==> src/rtl/dht_sensor_reader.sv <==
// Single-wire DHT11/DHT22 reader: host start pulse, response and bit-timing decode,
// checksum and field decode, per-phase timeouts and a valid/ready result port.
module dht_sensor_reader #(
    parameter int CLK_HZ             = 100_000_000,
    parameter int POWERUP_MS         = 1000,
    parameter int MIN_INTERVAL_MS    = 1000,
    parameter int START_LOW_DHT11_US = 18000,
    parameter int START_LOW_DHT22_US = 1000,
    parameter int BIT_THRESH_US      = 48,
    parameter int TIMEOUT_US         = 200,
    parameter int SYNC_STAGES        = 2
) (
    input  logic        clk,
    input  logic        rst_n,
    input  logic        start,
    input  logic        sensor_type,
    input  logic        data_i,
    output logic        data_o,
    output logic        data_oe,
    output logic        busy,
    output logic        result_valid,
    input  logic        result_ready,
    output logic [15:0] humidity,
    output logic [15:0] temperature,
    output logic [39:0] raw_frame,
    output logic        crc_ok,
    output logic        err_timeout
);

    localparam int PRESCALE = (CLK_HZ / 1_000_000 > 1) ? (CLK_HZ / 1_000_000) : 1;
    localparam int PRE_W    = (PRESCALE > 1) ? $clog2(PRESCALE) : 1;
    localparam int SYNC_N   = (SYNC_STAGES > 2) ? SYNC_STAGES : 2;

    // Durations are stored as "last count" so a phase lasts exactly N microsecond ticks.
    localparam logic [23:0] POWERUP_LAST  = 24'(POWERUP_MS * 1000 - 1);
    localparam logic [23:0] INTERVAL_LAST = 24'(MIN_INTERVAL_MS * 1000 - 1);
    localparam logic [23:0] LOW11_LAST    = 24'(START_LOW_DHT11_US - 1);
    localparam logic [23:0] LOW22_LAST    = 24'(START_LOW_DHT22_US - 1);
    localparam logic [23:0] THRESH        = 24'(BIT_THRESH_US);
    localparam logic [23:0] TIMEOUT       = 24'(TIMEOUT_US);

    typedef enum logic [3:0] {
        S_POWERUP,
        S_IDLE,
        S_START_LOW,
        S_WAIT_RESP,
        S_RESP_LOW,
        S_RESP_HIGH,
        S_BIT_LOW,
        S_BIT_HIGH,
        S_FINISH,
        S_COOLDOWN
    } state_t;

    state_t state, next_state;

    logic [PRE_W-1:0]  pre_cnt;
    logic              us_tick;
    logic [SYNC_N-1:0] sync_q;
    logic              data_s;
    logic              data_prev;
    logic              rise;
    logic              fall;
    logic [23:0]       phase_cnt;
    logic [23:0]       start_low_last;
    logic              phase_expired;
    logic              type_q;
    logic [39:0]       shift_reg;
    logic [5:0]        bit_idx;
    logic              bit_value;
    logic [39:0]       frame_next;
    logic [7:0]        b0, b1, b2, b3, b4;
    logic [7:0]        byte_sum;
    logic [15:0]       temp_mag;
    logic [15:0]       temp_dec;
    logic              accept;
    logic              shift_en;
    logic              frame_done;
    logic              timeout_hit;

    assign data_o = 1'b0;

    always_ff @(posedge clk or negedge rst_n) begin
        if (!rst_n) begin
            pre_cnt <= '0;
            us_tick <= 1'b0;
        end else if (pre_cnt == PRE_W'(PRESCALE - 1)) begin
            pre_cnt <= '0;
            us_tick <= 1'b1;
        end else begin
            pre_cnt <= pre_cnt + PRE_W'(1);
            us_tick <= 1'b0;
        end
    end

    // Synchroniser idles high so a released bus produces no spurious edge after reset.
    always_ff @(posedge clk or negedge rst_n) begin
        if (!rst_n) begin
            sync_q    <= '1;
            data_prev <= 1'b1;
        end else begin
            sync_q    <= {sync_q[SYNC_N-2:0], data_i};
            data_prev <= data_s;
        end
    end

    assign data_s = sync_q[SYNC_N-1];
    assign rise   = data_s & ~data_prev;
    assign fall   = ~data_s & data_prev;

    always_ff @(posedge clk or negedge rst_n) begin
        if (!rst_n) begin
            phase_cnt <= '0;
        end else if (state != next_state) begin
            phase_cnt <= '0;
        end else if (us_tick && (phase_cnt != 24'hFF_FFFF)) begin
            phase_cnt <= phase_cnt + 24'd1;
        end
    end

    assign start_low_last = type_q ? LOW22_LAST : LOW11_LAST;
    assign phase_expired  = us_tick && (phase_cnt >= TIMEOUT);
    // The phase counter doubles as the high-pulse timer since BIT_HIGH entry clears it.
    assign bit_value      = (phase_cnt > THRESH);

    always_ff @(posedge clk or negedge rst_n) begin
        if (!rst_n) begin
            state <= S_POWERUP;
        end else begin
            state <= next_state;
        end
    end

    always_comb begin
        next_state  = state;
        accept      = 1'b0;
        shift_en    = 1'b0;
        frame_done  = 1'b0;
        timeout_hit = 1'b0;
        case (state)
            S_POWERUP: begin
                if (us_tick && (phase_cnt >= POWERUP_LAST)) begin
                    next_state = S_IDLE;
                end
            end
            S_IDLE: begin
                if (start && !result_valid) begin
                    accept     = 1'b1;
                    next_state = S_START_LOW;
                end
            end
            S_START_LOW: begin
                if (us_tick && (phase_cnt >= start_low_last)) begin
                    next_state = S_WAIT_RESP;
                end
            end
            S_WAIT_RESP: begin
                if (fall) begin
                    next_state = S_RESP_LOW;
                end else if (phase_expired) begin
                    timeout_hit = 1'b1;
                    next_state  = S_COOLDOWN;
                end
            end
            S_RESP_LOW: begin
                if (rise) begin
                    next_state = S_RESP_HIGH;
                end else if (phase_expired) begin
                    timeout_hit = 1'b1;
                    next_state  = S_COOLDOWN;
                end
            end
            S_RESP_HIGH: begin
                if (fall) begin
                    next_state = S_BIT_LOW;
                end else if (phase_expired) begin
                    timeout_hit = 1'b1;
                    next_state  = S_COOLDOWN;
                end
            end
            S_BIT_LOW: begin
                if (rise) begin
                    next_state = S_BIT_HIGH;
                end else if (phase_expired) begin
                    timeout_hit = 1'b1;
                    next_state  = S_COOLDOWN;
                end
            end
            S_BIT_HIGH: begin
                if (fall) begin
                    shift_en = 1'b1;
                    if (bit_idx == 6'd39) begin
                        frame_done = 1'b1;
                        next_state = S_FINISH;
                    end else begin
                        next_state = S_BIT_LOW;
                    end
                end else if (phase_expired) begin
                    timeout_hit = 1'b1;
                    next_state  = S_COOLDOWN;
                end
            end
            S_FINISH: begin
                next_state = S_COOLDOWN;
            end
            S_COOLDOWN: begin
                if (us_tick && (phase_cnt >= INTERVAL_LAST)) begin
                    next_state = S_IDLE;
                end
            end
            default: begin
                next_state = S_POWERUP;
            end
        endcase
    end

    always_ff @(posedge clk or negedge rst_n) begin
        if (!rst_n) begin
            type_q    <= 1'b0;
            shift_reg <= '0;
            bit_idx   <= '0;
        end else if (accept) begin
            type_q    <= sensor_type;
            shift_reg <= '0;
            bit_idx   <= '0;
        end else if (shift_en) begin
            shift_reg <= frame_next;
            bit_idx   <= bit_idx + 6'd1;
        end
    end

    // Decode from the frame including the bit being shifted in, so results land
    // one cycle after the final falling edge.
    assign frame_next           = {shift_reg[38:0], bit_value};
    assign {b0, b1, b2, b3, b4} = frame_next;
    assign byte_sum             = b0 + b1 + b2 + b3;
    assign temp_mag             = {1'b0, b2[6:0], b3};
    assign temp_dec             = type_q ? (b2[7] ? (16'd0 - temp_mag) : temp_mag)
                                         : {b2, b3};

    always_ff @(posedge clk or negedge rst_n) begin
        if (!rst_n) begin
            data_oe      <= 1'b0;
            busy         <= 1'b0;
            result_valid <= 1'b0;
            humidity     <= '0;
            temperature  <= '0;
            raw_frame    <= '0;
            crc_ok       <= 1'b0;
            err_timeout  <= 1'b0;
        end else begin
            data_oe <= (next_state == S_START_LOW);
            busy    <= (next_state != S_POWERUP) && (next_state != S_IDLE);
            if (frame_done) begin
                result_valid <= 1'b1;
                humidity     <= {b0, b1};
                temperature  <= temp_dec;
                raw_frame    <= frame_next;
                crc_ok       <= (byte_sum == b4);
                err_timeout  <= 1'b0;
            end else if (timeout_hit) begin
                result_valid <= 1'b1;
                humidity     <= '0;
                temperature  <= '0;
                raw_frame    <= shift_reg;
                crc_ok       <= 1'b0;
                err_timeout  <= 1'b1;
            end else if (result_valid && result_ready) begin
                result_valid <= 1'b0;
            end
        end
    end

endmodule

==> config.mk <==
export PLATFORM = sky130hd
export DESIGN_NAME = dht_sensor_reader
export DESIGN_NICKNAME = d
export VERILOG_FILES = /design/src/rtl/dht_sensor_reader.sv
export SDC_FILE = /design/constraint.sdc
export NUM_CORES = 1
export LEC_CHECK = 0
export BUFFER_PORTS_ARGS = -buffer_cell sky130_fd_sc_hd__buf_2
export CAP_MARGIN = 40
export CORE_MARGIN = 1.5
export CORE_UTILIZATION = 59
export DETAILED_ROUTE_END_ITERATION = 16
export PLACE_DENSITY = 0.8
export SKIP_CTS_REPAIR_TIMING = 1
export SLEW_MARGIN = 20
export SYNTH_ARGS = -nofsm -noshare
export SYNTH_HDL_FRONTEND = slang
export SYNTH_SLANG_ARGS = --single-unit
==> constraint.sdc <==
create_clock -name clk -period 3.99 [get_ports clk]
set_input_delay 0.5985 -clock clk [delete_from_list [all_inputs] [get_ports clk]]
set_output_delay 0.5985 -clock clk [all_outputs]
set_load 0.02 [all_outputs]
==> flow_summary_export.csv, run 1 <==
group,metric,value,unit
sta,finalSetupViolCount,0,
setup_path,critPathLaunchType,"flop",
clock_tree,clkSinkCount,163,
clock_tree,clk_pin_slew,0.07,ns
logic_synthesis,syn-cell-area,0.00813,mm^2
grt,antenna_found_initial,0,
floorplan,core,0.0133,mm^2
grt,grt.overflow.total,0,
placement,dpl.hpwl,13000,um
sta,setup_tns,0,ns
logic_synthesis,synth_area_per_cell,10.4,um^2
logic_synthesis,synth_top_family_by_area,"simple AND/OR/NAND/NOR gates",
sta,fin_crit_sh,77.2,%
sta,worst_clock_skew,0.00684,ns
logic_synthesis,syn_inst,784,
grt,grt_util_all_layers,28.2,%
grt,grt_max_degree,69,
clock_tree,cts-root-buf,"clkbuf_16",
finish,final_area,0.00930,mm^2
finish,drive_gt1_share,18.4,%
floorplan,start_util,60.9,%
clock_tree,clk_latency,0.43,ns
floorplan,rows,42,
clock_tree,cts_buffers,17,
logic_synthesis,synth.area.mux_share,0.370,%
power_and_ir_drop,powerDensity,484,mW/mm^2
logic_synthesis,ys_ff_latch,163,
floorplan,die_h,120,um
sta,worst_pin_slew,0.710,ns
clock_tree,clk_path_buf_depth,2,
logic_synthesis,synth_edf_count,0,
status,outcome,"finished, final reports clean",
sta,hold_viol_final,0,
finish,n_antenna_cell,0,
sta,fmax,325,MHz
placement,placed_cell_area,0.00871,mm^2
placement,place_ws,0.928,ns
grt,grt_pass1_vias,6304,
setup_path,crit_type,"reg2reg",
logic_synthesis,ys_types,56,
setup_path,cp-end-kind,"flop",
detailed_routing,final_antenna_net_count,0,
setup_path,cpPeakStageDelay,0.54,ns
logic_synthesis,synth_ff_type,"dfrtp_1",
sta,slew_headroom,52.6,%
logic_synthesis,synthSimpleGateAreaFrac,17.8,%
sta,slew_violations,0,
power_and_ir_drop,worst_ir_drop_vdd,0.000363,V
sta,min_period,3.08,ns
detailed_routing,vias,6303,
finish,syn2layout_area_growth,14.5,%
logic_synthesis,synth_compound_area_share,15.1,%
floorplan,die_w,120,um
sta,fin_ws,0.910,ns
logic_synthesis,synthAdderAreaFrac,6.22,%
placement,dp.cells,1002,
setup_path,crit_path_top_delay_cell,"fa_1",
detailed_routing,route.detailed.drc,0,
setup_path,cp.required,4.34,ns
logic_synthesis,seq_area_frac_synth,50.2,%
detailed_routing,dr.pass1.iters,5,
floorplan,ios,84,
clock_tree,cts_tree,"built",
placement,place.port_buffers,82,
setup_path,path_cells,"fa_1, fa_1, ha_1, inv_1, fa_1, xnor2_1, xnor2_1, nand4_1, nor3_1, nand3_1, o21ai_0",
placement,gp_congestion,0.946,
detailed_routing,initialDrtViolationCount,466,
detailed_routing,drt-total-wl,19000,um
logic_synthesis,yosys_warnings,0,
floorplan,dieArea,0.0145,mm^2
logic_synthesis,synth_xor_area_share,6.77,%
logic_synthesis,synth_top_area_share,49.3,%
setup_path,critPathMostFrequentCell,"fa_1",
min_path,worst_hold_path_type,"in2async",
finish,nets,883,
sta,rsz0062_at_grt,"no",
power_and_ir_drop,totalPowerFinal,4.50,mW
setup_path,path_max_fanout,8,
logic_synthesis,synth.area.top_cells,"dfrtp_1, nand2_1, a22o_1, xnor2_1, a22oi_1",
grt,grt_pass1_wl,32100,um
clock_tree,h-tree-depth,4,
setup_path,cp_data_arrival_time,3.43,ns
detailed_routing,wire_per_inst,18.3,um
power_and_ir_drop,p_leak,4.53,nW
flow_run,maxCapViolCount,0,
detailed_routing,via_per_inst,6.10,
logic_synthesis,async_flop_share,100,%
logic_synthesis,synth_largest_area_cell,"dfrtp_1",
finish,stdcell_count,1034,
logic_synthesis,synth_nets,822,
==> through the flow <==
stage | utilization [%] | hold WS, ns
final | 69.7 | 0.0612
after global routing | 69.7 | 0.0739
after CTS | 69.7 | 0.0621
after detailed placement | 65.3 | 0.356
after global placement | 64.9 | 0.348
after floorplan | - | 0.303
==> worst paths after layout <==
check,start,end,slack [ns],cells past startpoint
setup / recovery,shift_reg[8],crc_ok,0.91,11
hold / removal,rst_n,humidity[11],0.06,1
setup reg to reg,shift_reg[8],crc_ok,0.91,11
hold reg to reg,sync_q[0],sync_q[1],0.37,0
max in group asynchronous,rst_n,raw_frame[14],3.29,2
min in group clk,data_i,sync_q[0],0.26,1
==> critical path: cells and delay by family, from the launching register on <==
family                   cells  cell delay (ns)
adder cells (fa/ha/maj)      4             1.63
flip-flops                   1             0.48
AND/OR/NAND/NOR              3             0.37
XOR/XNOR                     2             0.33
AO/OA/AOI/OAI                1             0.14
buffers and inverters        1             0.06
==> layer usage <==
layer	track usage, %	share of wire [%]	wire length [um]	vias up
li1	-	-	-	2894
met2	47.1	51	9660	200
met3	5.75	5.1	967	25
met5	0	0	0	-
met1	37.4	42	7990	3184
met4	8.24	1.8	350	0
==> Yosys cell counts, types with 3 or more instances <==
cell / n
clkbuf_1: 46
o211ai_1: 3
nand4_1: 7
inv_1: 18
or3_1: 3
a21o_1: 3
nand3_1: 24
a21oi_1: 15
o21ai_0: 24
nor2b_1: 3
nand2_1: 127
fa_1: 14
nand4b_1: 3
a22oi_1: 40
nor4_1: 10
nor3_1: 20
nor3b_1: 3
xnor2_1: 41
xor2_1: 20
ha_1: 18
nand2b_1: 10
dfstp_2: 3
nor2_1: 40
mux2i_1: 3
dfrtp_1: 160
and3_1: 4
o22ai_1: 13
nand3b_1: 3
o31ai_1: 3
nor3_2: 20
a22o_1: 53
==> cells in the final DEF, fill, tap and decap left out, drive strengths merged, types with 4 or more instances in the layout <==
cell type and instances:
dfrtp 160, xnor2 41, and3 4, nor4 11
buf 92, nand2b 10, clkinvlp 5, o22ai 13
nand3 24, o21ai 24, clkbuf 18, nand2 127
xor2 21, ha 18, nand4 7, nor2 41
inv 23, a21oi 15, a22oi 40, a22o 53
nor3 40, fa 14
==> layout make-up <==
type / instances / area, um^2
tap: 176 / 220
sequential: 163 / 4080
clock inverter: 14 / 151
multi-input combinational: 552 / 3780
inverter: 18 / 67.6
fill: 987 / 4050
clock buffer: 18 / 439
timing repair buffer: 93 / 556
==> cells by family after synthesis <==
family	count (synthesis)
xor gates and xnor gates	62
other	1
adders and majority gates	32
AOI/OAI and AO/OA	166
muxes	3
and+or+nand+nor	288
buffers and inverters	69
DFF	163
==> power breakdown <==
| group | internal [mW] | total (mW) | switching [mW] |
|---|---|---|---|
| clock | 0.945 | 1.64 | 0.694 |
| combinational | 0.358 | 0.832 | 0.474 |
| sequential | 1.77 | 2.03 | 0.261 |
| total | 3.07 | 4.50 | 1.43 |
No activity file was read; power rests on OpenSTA's default activity.
==> run 2: changes to the inputs <==
--- a/config.mk
+++ b/config.mk
@@ -8,9 +8,9 @@
 export BUFFER_PORTS_ARGS = -buffer_cell sky130_fd_sc_hd__buf_2
 export CAP_MARGIN = 40
 export CORE_MARGIN = 1.5
-export CORE_UTILIZATION = 59
+export CORE_UTILIZATION = 53
 export DETAILED_ROUTE_END_ITERATION = 16
-export PLACE_DENSITY = 0.8
+export PLACE_DENSITY = 0.76
 export SKIP_CTS_REPAIR_TIMING = 1
 export SLEW_MARGIN = 20
 export SYNTH_ARGS = -nofsm -noshare
==> constraint.sdc (replaced) <==
create_clock -name clk -period 2.5 [get_ports clk]
set_input_delay 0.375 -clock clk [delete_from_list [all_inputs] [get_ports clk]]
set_output_delay 0.375 -clock clk [all_outputs]
set_load 0.02 [all_outputs]
==> flow_summary_export.csv, run 2 (same netlist as run 1, synthesis figures left out) <==
group,metric,value,unit
floorplan,core,0.0151,mm^2
floorplan,die_h,127,um
clock_tree,h-tree-depth,4,
setup_path,cp_data_arrival_time,3.19,ns
grt,antenna_found_initial,0,
sta,slew_violations,0,
grt,grt_pass1_vias,5987,
status,outcome,"finished with violations",
grt,grt_util_all_layers,24.3,%
detailed_routing,initialDrtViolationCount,491,
power_and_ir_drop,p_leak,4.83,nW
setup_path,reg2reg_to,"crc_ok",
finish,syn2layout_area_growth,22.3,%
clock_tree,clkSinkCount,163,
setup_path,reg2reg_depth,12,
sta,worst_pin_slew,0.578,ns
setup_path,crit_start,"shift_reg[24]",
placement,dpl.hpwl,12600,um
floorplan,dieArea,0.0161,mm^2
placement,placed_cell_area,0.00921,mm^2
detailed_routing,via_per_inst,5.81,
clock_tree,cts_buffers,17,
sta,setup_tns,-0.970,ns
setup_path,cp.required,2.80,ns
sta,holdWs,0.0473,ns
detailed_routing,dr.pass1.iters,6,
setup_path,reg2reg_setup_slack,-0.39,ns
detailed_routing,drt-total-wl,19200,um
placement,place.port_buffers,82,
min_path,worst_hold_path_type,"in2reg",
setup_path,rr_startpoint,"shift_reg[24]",
power_and_ir_drop,worst_ir_drop_vdd,0.000541,V
clock_tree,clk_latency,0.43,ns
placement,gp_congestion,0.869,
setup_path,cp-end-kind,"flop",
sta,finalSetupViolCount,21,
sta,worst_clock_skew,0.00996,ns
grt,grt.overflow.total,0,
sta,min_period,2.89,ns
setup_path,crit_type,"reg2reg",
clock_tree,clk_pin_slew,0.06,ns
clock_tree,cts-root-buf,"clkbuf_16",
setup_path,cp_num_buf_inv,1,
finish,drive_gt1_share,25.6,%
sta,fin_ws,-0.390,ns
finish,nets,944,
finish,nFillCells,1181,
sta,fmax,346,MHz
floorplan,start_util,53.9,%
grt,grt_pass1_wl,31000,um
sta,hold_viol_final,0,
power_and_ir_drop,powerDensity,755,mW/mm^2
sta,fin_crit_sh,116,%
detailed_routing,final_antenna_net_count,0,
setup_path,path_cells,"fa_1, fa_1, ha_2, inv_1, fa_2, nor2b_1, o21ai_1, nand2b_1, a21o_1, a21oi_1, xnor2_1, o21ai_1",
clock_tree,cts_tree,"built",
setup_path,critPathLaunchType,"flop",
setup_path,crit_path_top_delay_cell,"fa_1",
finish,n_antenna_cell,0,
setup_path,crit_family,"adder cells",
setup_path,cp_num_cells,12,
placement,place_ws,-0.367,ns
floorplan,ios,84,
grt,grt_max_degree,68,
status,violations,"negative setup slack",
detailed_routing,route.detailed.drc,0,
clock_tree,clk_path_buf_depth,2,
finish,final_common_cell,"dfrtp_1",
finish,final_area,0.00994,mm^2
setup_path,cp-endpoint,"crc_ok",
sta,slew_headroom,61.4,%
setup_path,cpPeakStageDelay,0.50,ns
detailed_routing,wire_per_inst,17.3,um
finish,fin_util,65.9,%
floorplan,rows,45,
flow_run,maxCapViolCount,0,
finish,final_cell_mix,"dfrtp_1, nand2_1, buf_2",
sta,rsz0062_at_grt,"yes",
setup_path,path_max_fanout,2,
floorplan,die_w,127,um
detailed_routing,vias,6432,
==> run 2: changes by cell type in the layout (fill, tap and decap cells not counted), sizes merged <==
cell / delta
buf: +61
clkinv: +4
clkinvlp: -3
bufinv: -1
clkdlybuf4s15: -1
dlygate4sd3: +1
==> run 2: metal layers <==
layer  track usage (%)  routed length (um)  part of all wire [%]
met5                 0                   0                     0
met4              8.76                 408                   2.1
met3              4.85                1130                   5.9
met2              35.1                8550                    45
met1              36.6                9090                    47
==> run 2: final cells by class <==
type                       count  area (um^2)  area share (%)
clock buffer                  18          439            4.42
clock inverter                14          144            1.45
inverter                      18         67.6           0.680
multi-input combinational    552         3920            39.5
sequential                   163         4090            41.1
tap                          188          235            2.37
timing repair buffer         154         1040            10.5
==> run 2: worst min path at each step <==
stage / startpoint / end / slack (ns) / cells past startpoint
detailed placement: rst_n / pre_cnt[3] / 0.32 / 1
floorplan: rst_n / bit_idx[0] / 0.08 / 0
finish: data_i / sync_q[0] / 0.05 / 1
global placement: rst_n / pre_cnt[6] / 0.32 / 1
CTS: rst_n / pre_cnt[3] / -0.13 / 1
global route: data_i / sync_q[0] / 0.04 / 1
==> run 2: power breakdown <==
| group | leakage, nW | internal (mW) | total, mW | switching [mW] |
|---|---|---|---|---|
| clock | 0.282 | 1.42 | 2.54 | 1.12 |
| sequential | 2.22 | 2.83 | 3.05 | 0.220 |
| combinational | 2.33 | 0.806 | 1.91 | 1.11 |
==> run 2: per-stage QoR <==
stage	total power [mW]	instances
floorplan	4.26	784
global placement	4.82	1072
detailed placement	4.87	1072
CTS	7.42	1104
global route	7.88	1107
finish	7.50	1107
==> run 3: changes to the inputs <==
--- a/config.mk
+++ b/config.mk
@@ -7,7 +7,6 @@
 export LEC_CHECK = 0
 export BUFFER_PORTS_ARGS = -buffer_cell sky130_fd_sc_hd__buf_2
 export CAP_MARGIN = 40
-export CORE_MARGIN = 1.5
 export CORE_UTILIZATION = 53
 export DETAILED_ROUTE_END_ITERATION = 16
 export PLACE_DENSITY = 0.76
==> flow_summary_export.csv, run 3 (same netlist as run 1, synthesis figures left out) <==
group,metric,value,unit
power_and_ir_drop,p_int,5.24,mW
setup_path,path_cells,"fa_1, fa_1, ha_2, inv_2, fa_2, nor2b_2, o21ai_1, nand2b_1, a21o_1, a21oi_2, xnor2_1, o21ai_1",
power_and_ir_drop,power_frac_comb,25.9,%
setup_path,critPathLaunchType,"flop",
power_and_ir_drop,clkPwrFrac,33.7,%
sta,worst_clock_skew,0.00966,ns
detailed_routing,via_per_inst,6.00,
finish,final_common_cell,"dfrtp_1",
finish,stdcell_count,1110,
setup_path,cp_data_arrival_time,3.22,ns
placement,place.port_buffers,82,
detailed_routing,route.detailed.drc,0,
sta,fin_ws,-0.408,ns
clock_tree,clk_latency,0.43,ns
finish,final_cell_mix,"dfrtp_1, nand2_1, buf_2",
detailed_routing,initialDrtViolationCount,599,
floorplan,die_h,126,um
grt,antenna_found_initial,0,
sta,hold_viol_final,0,
detailed_routing,wire_per_inst,18.5,um
placement,gp_congestion,0.889,
grt,grt.overflow.total,0,
floorplan,dieArea,0.0158,mm^2
floorplan,rows,44,
floorplan,die_w,126,um
clock_tree,clk_pin_slew,0.06,ns
setup_path,crit_type,"reg2reg",
placement,dp.cells,1076,
power_and_ir_drop,powerDensity,762,mW/mm^2
sta,min_period,2.91,ns
floorplan,ios,84,
setup_path,path_max_fanout,2,
grt,grt_pass1_vias,6502,
clock_tree,cts_buffers,17,
grt,grt_max_degree,65,
clock_tree,h-tree-depth,4,
power_and_ir_drop,totalPowerFinal,7.63,mW
setup_path,crit_path_top_delay_cell,"fa_1",
flow_run,maxCapViolCount,0,
sta,finalSetupViolCount,26,
sta,fin_crit_sh,116,%
placement,dpl.hpwl,14200,um
power_and_ir_drop,switching_power,2.39,mW
finish,drive_gt1_share,25.9,%
clock_tree,cts_tree,"built",
floorplan,start_util,55.1,%
setup_path,cp_num_buf_inv,1,
setup_path,cp-end-kind,"flop",
finish,fin_util,67.9,%
sta,slew_violations,0,
setup_path,crit_family,"adder cells",
detailed_routing,drt-total-wl,20500,um
power_and_ir_drop,worst_ir_drop_vdd,0.000514,V
sta,rsz0062_at_grt,"yes",
clock_tree,cts-root-buf,"clkbuf_16",
sta,slew_headroom,57.5,%
finish,n_antenna_cell,0,
floorplan,core,0.0148,mm^2
status,violations,"negative setup slack",
status,outcome,"finished with violations",
finish,syn2layout_area_growth,23.2,%
detailed_routing,final_antenna_net_count,0,
grt,grt_util_all_layers,27.2,%
setup_path,cp.required,2.81,ns
detailed_routing,dr.pass1.iters,5,
finish,nets,953,
power_and_ir_drop,power_frac_seq,40.4,%
min_path,worst_hold_path_type,"in2reg",
setup_path,cpPeakStageDelay,0.51,ns
sta,fmax,344,MHz
grt,grt_pass1_wl,33700,um
power_and_ir_drop,p_leak,4.87,nW
clock_tree,clkSinkCount,163,
power_and_ir_drop,p_sw_share,31.3,%
detailed_routing,vias,6660,
sta,worst_pin_slew,0.637,ns
sta,setup_tns,-2.96,ns
clock_tree,clk_path_buf_depth,2,
run 3: cell count changes in the layout (fill, tap and decap cells not counted), moves of 2 or more:
cell / delta
buf_4: +5
nor3_1: +2
nor3_2: -2
clkbuf_8: +2
buf_6: +3
clkinvlp_4: +2
inv_6: -3
clkinv_4: -3
clkbuf_1: +2
run 3: layer usage:
| layer | routed length [um] | global-route usage, % | vias to the layer above | share of wire [%] |
|---|---|---|---|---|
| met5 | 0 | 0 | - | 0 |
| met4 | 410 | 8.93 | 0 | 2.0 |
| met3 | 1200 | 6.07 | 37 | 5.8 |
| met2 | 9860 | 43.8 | 242 | 48 |
| met1 | 9080 | 36.7 | 3346 | 44 |
| li1 | - | - | 3035 | - |
run 3: area by class of cell:
| type | count | area (um^2) |
|---|---|---|
| Clock buffer | 22 | 474 |
| Clock inverter | 8 | 104 |
| Fill cell | 1118 | 4740 |
| Inverter | 18 | 67.6 |
| Multi-Input combinational cell | 552 | 3910 |
| Sequential cell | 163 | 4090 |
| Tap cell | 184 | 230 |
| Timing Repair Buffer | 163 | 1140 |
run 3: power by group through the flow:
stage               logic [mW]  clock network, mW  registers [mW]
finish                    1.97               2.57            3.08
floorplan                 1.18                  0            3.08
global route              2.16               2.71            3.10
detailed placement        1.81                  0            3.12
global placement          1.77                  0            3.10
CTS                       1.84               2.61            3.07
run 3: stage by stage:
stage / area (um^2) / setup slack [ns] / hold WS (ns)
4_1_cts: 9840 / -0.475 / -0.0370
3_5_place_dp: 9270 / -0.432 / 0.368
5_1_grt: 10000 / -0.547 / 0.0340
3_3_place_gp: 9260 / -0.320 / 0.365
2_1_floorplan: 8150 / -0.273 / 0.0794
6_report: 10000 / -0.408 / 0.0484
run 3: worst paths after layout:
kind / slack [ns] / from / to / cells after the start
max: -0.41 / shift_reg[24] / crc_ok / 12
min: 0.05 / data_i / sync_q[0] / 1
max reg2reg: -0.41 / shift_reg[24] / crc_ok / 12
min reg2reg: 0.38 / sync_q[0] / sync_q[1] / 0
max in group asynchronous: 1.11 / rst_n / data_prev / 3
min in group asynchronous: 0.52 / rst_n / raw_frame[35] / 2
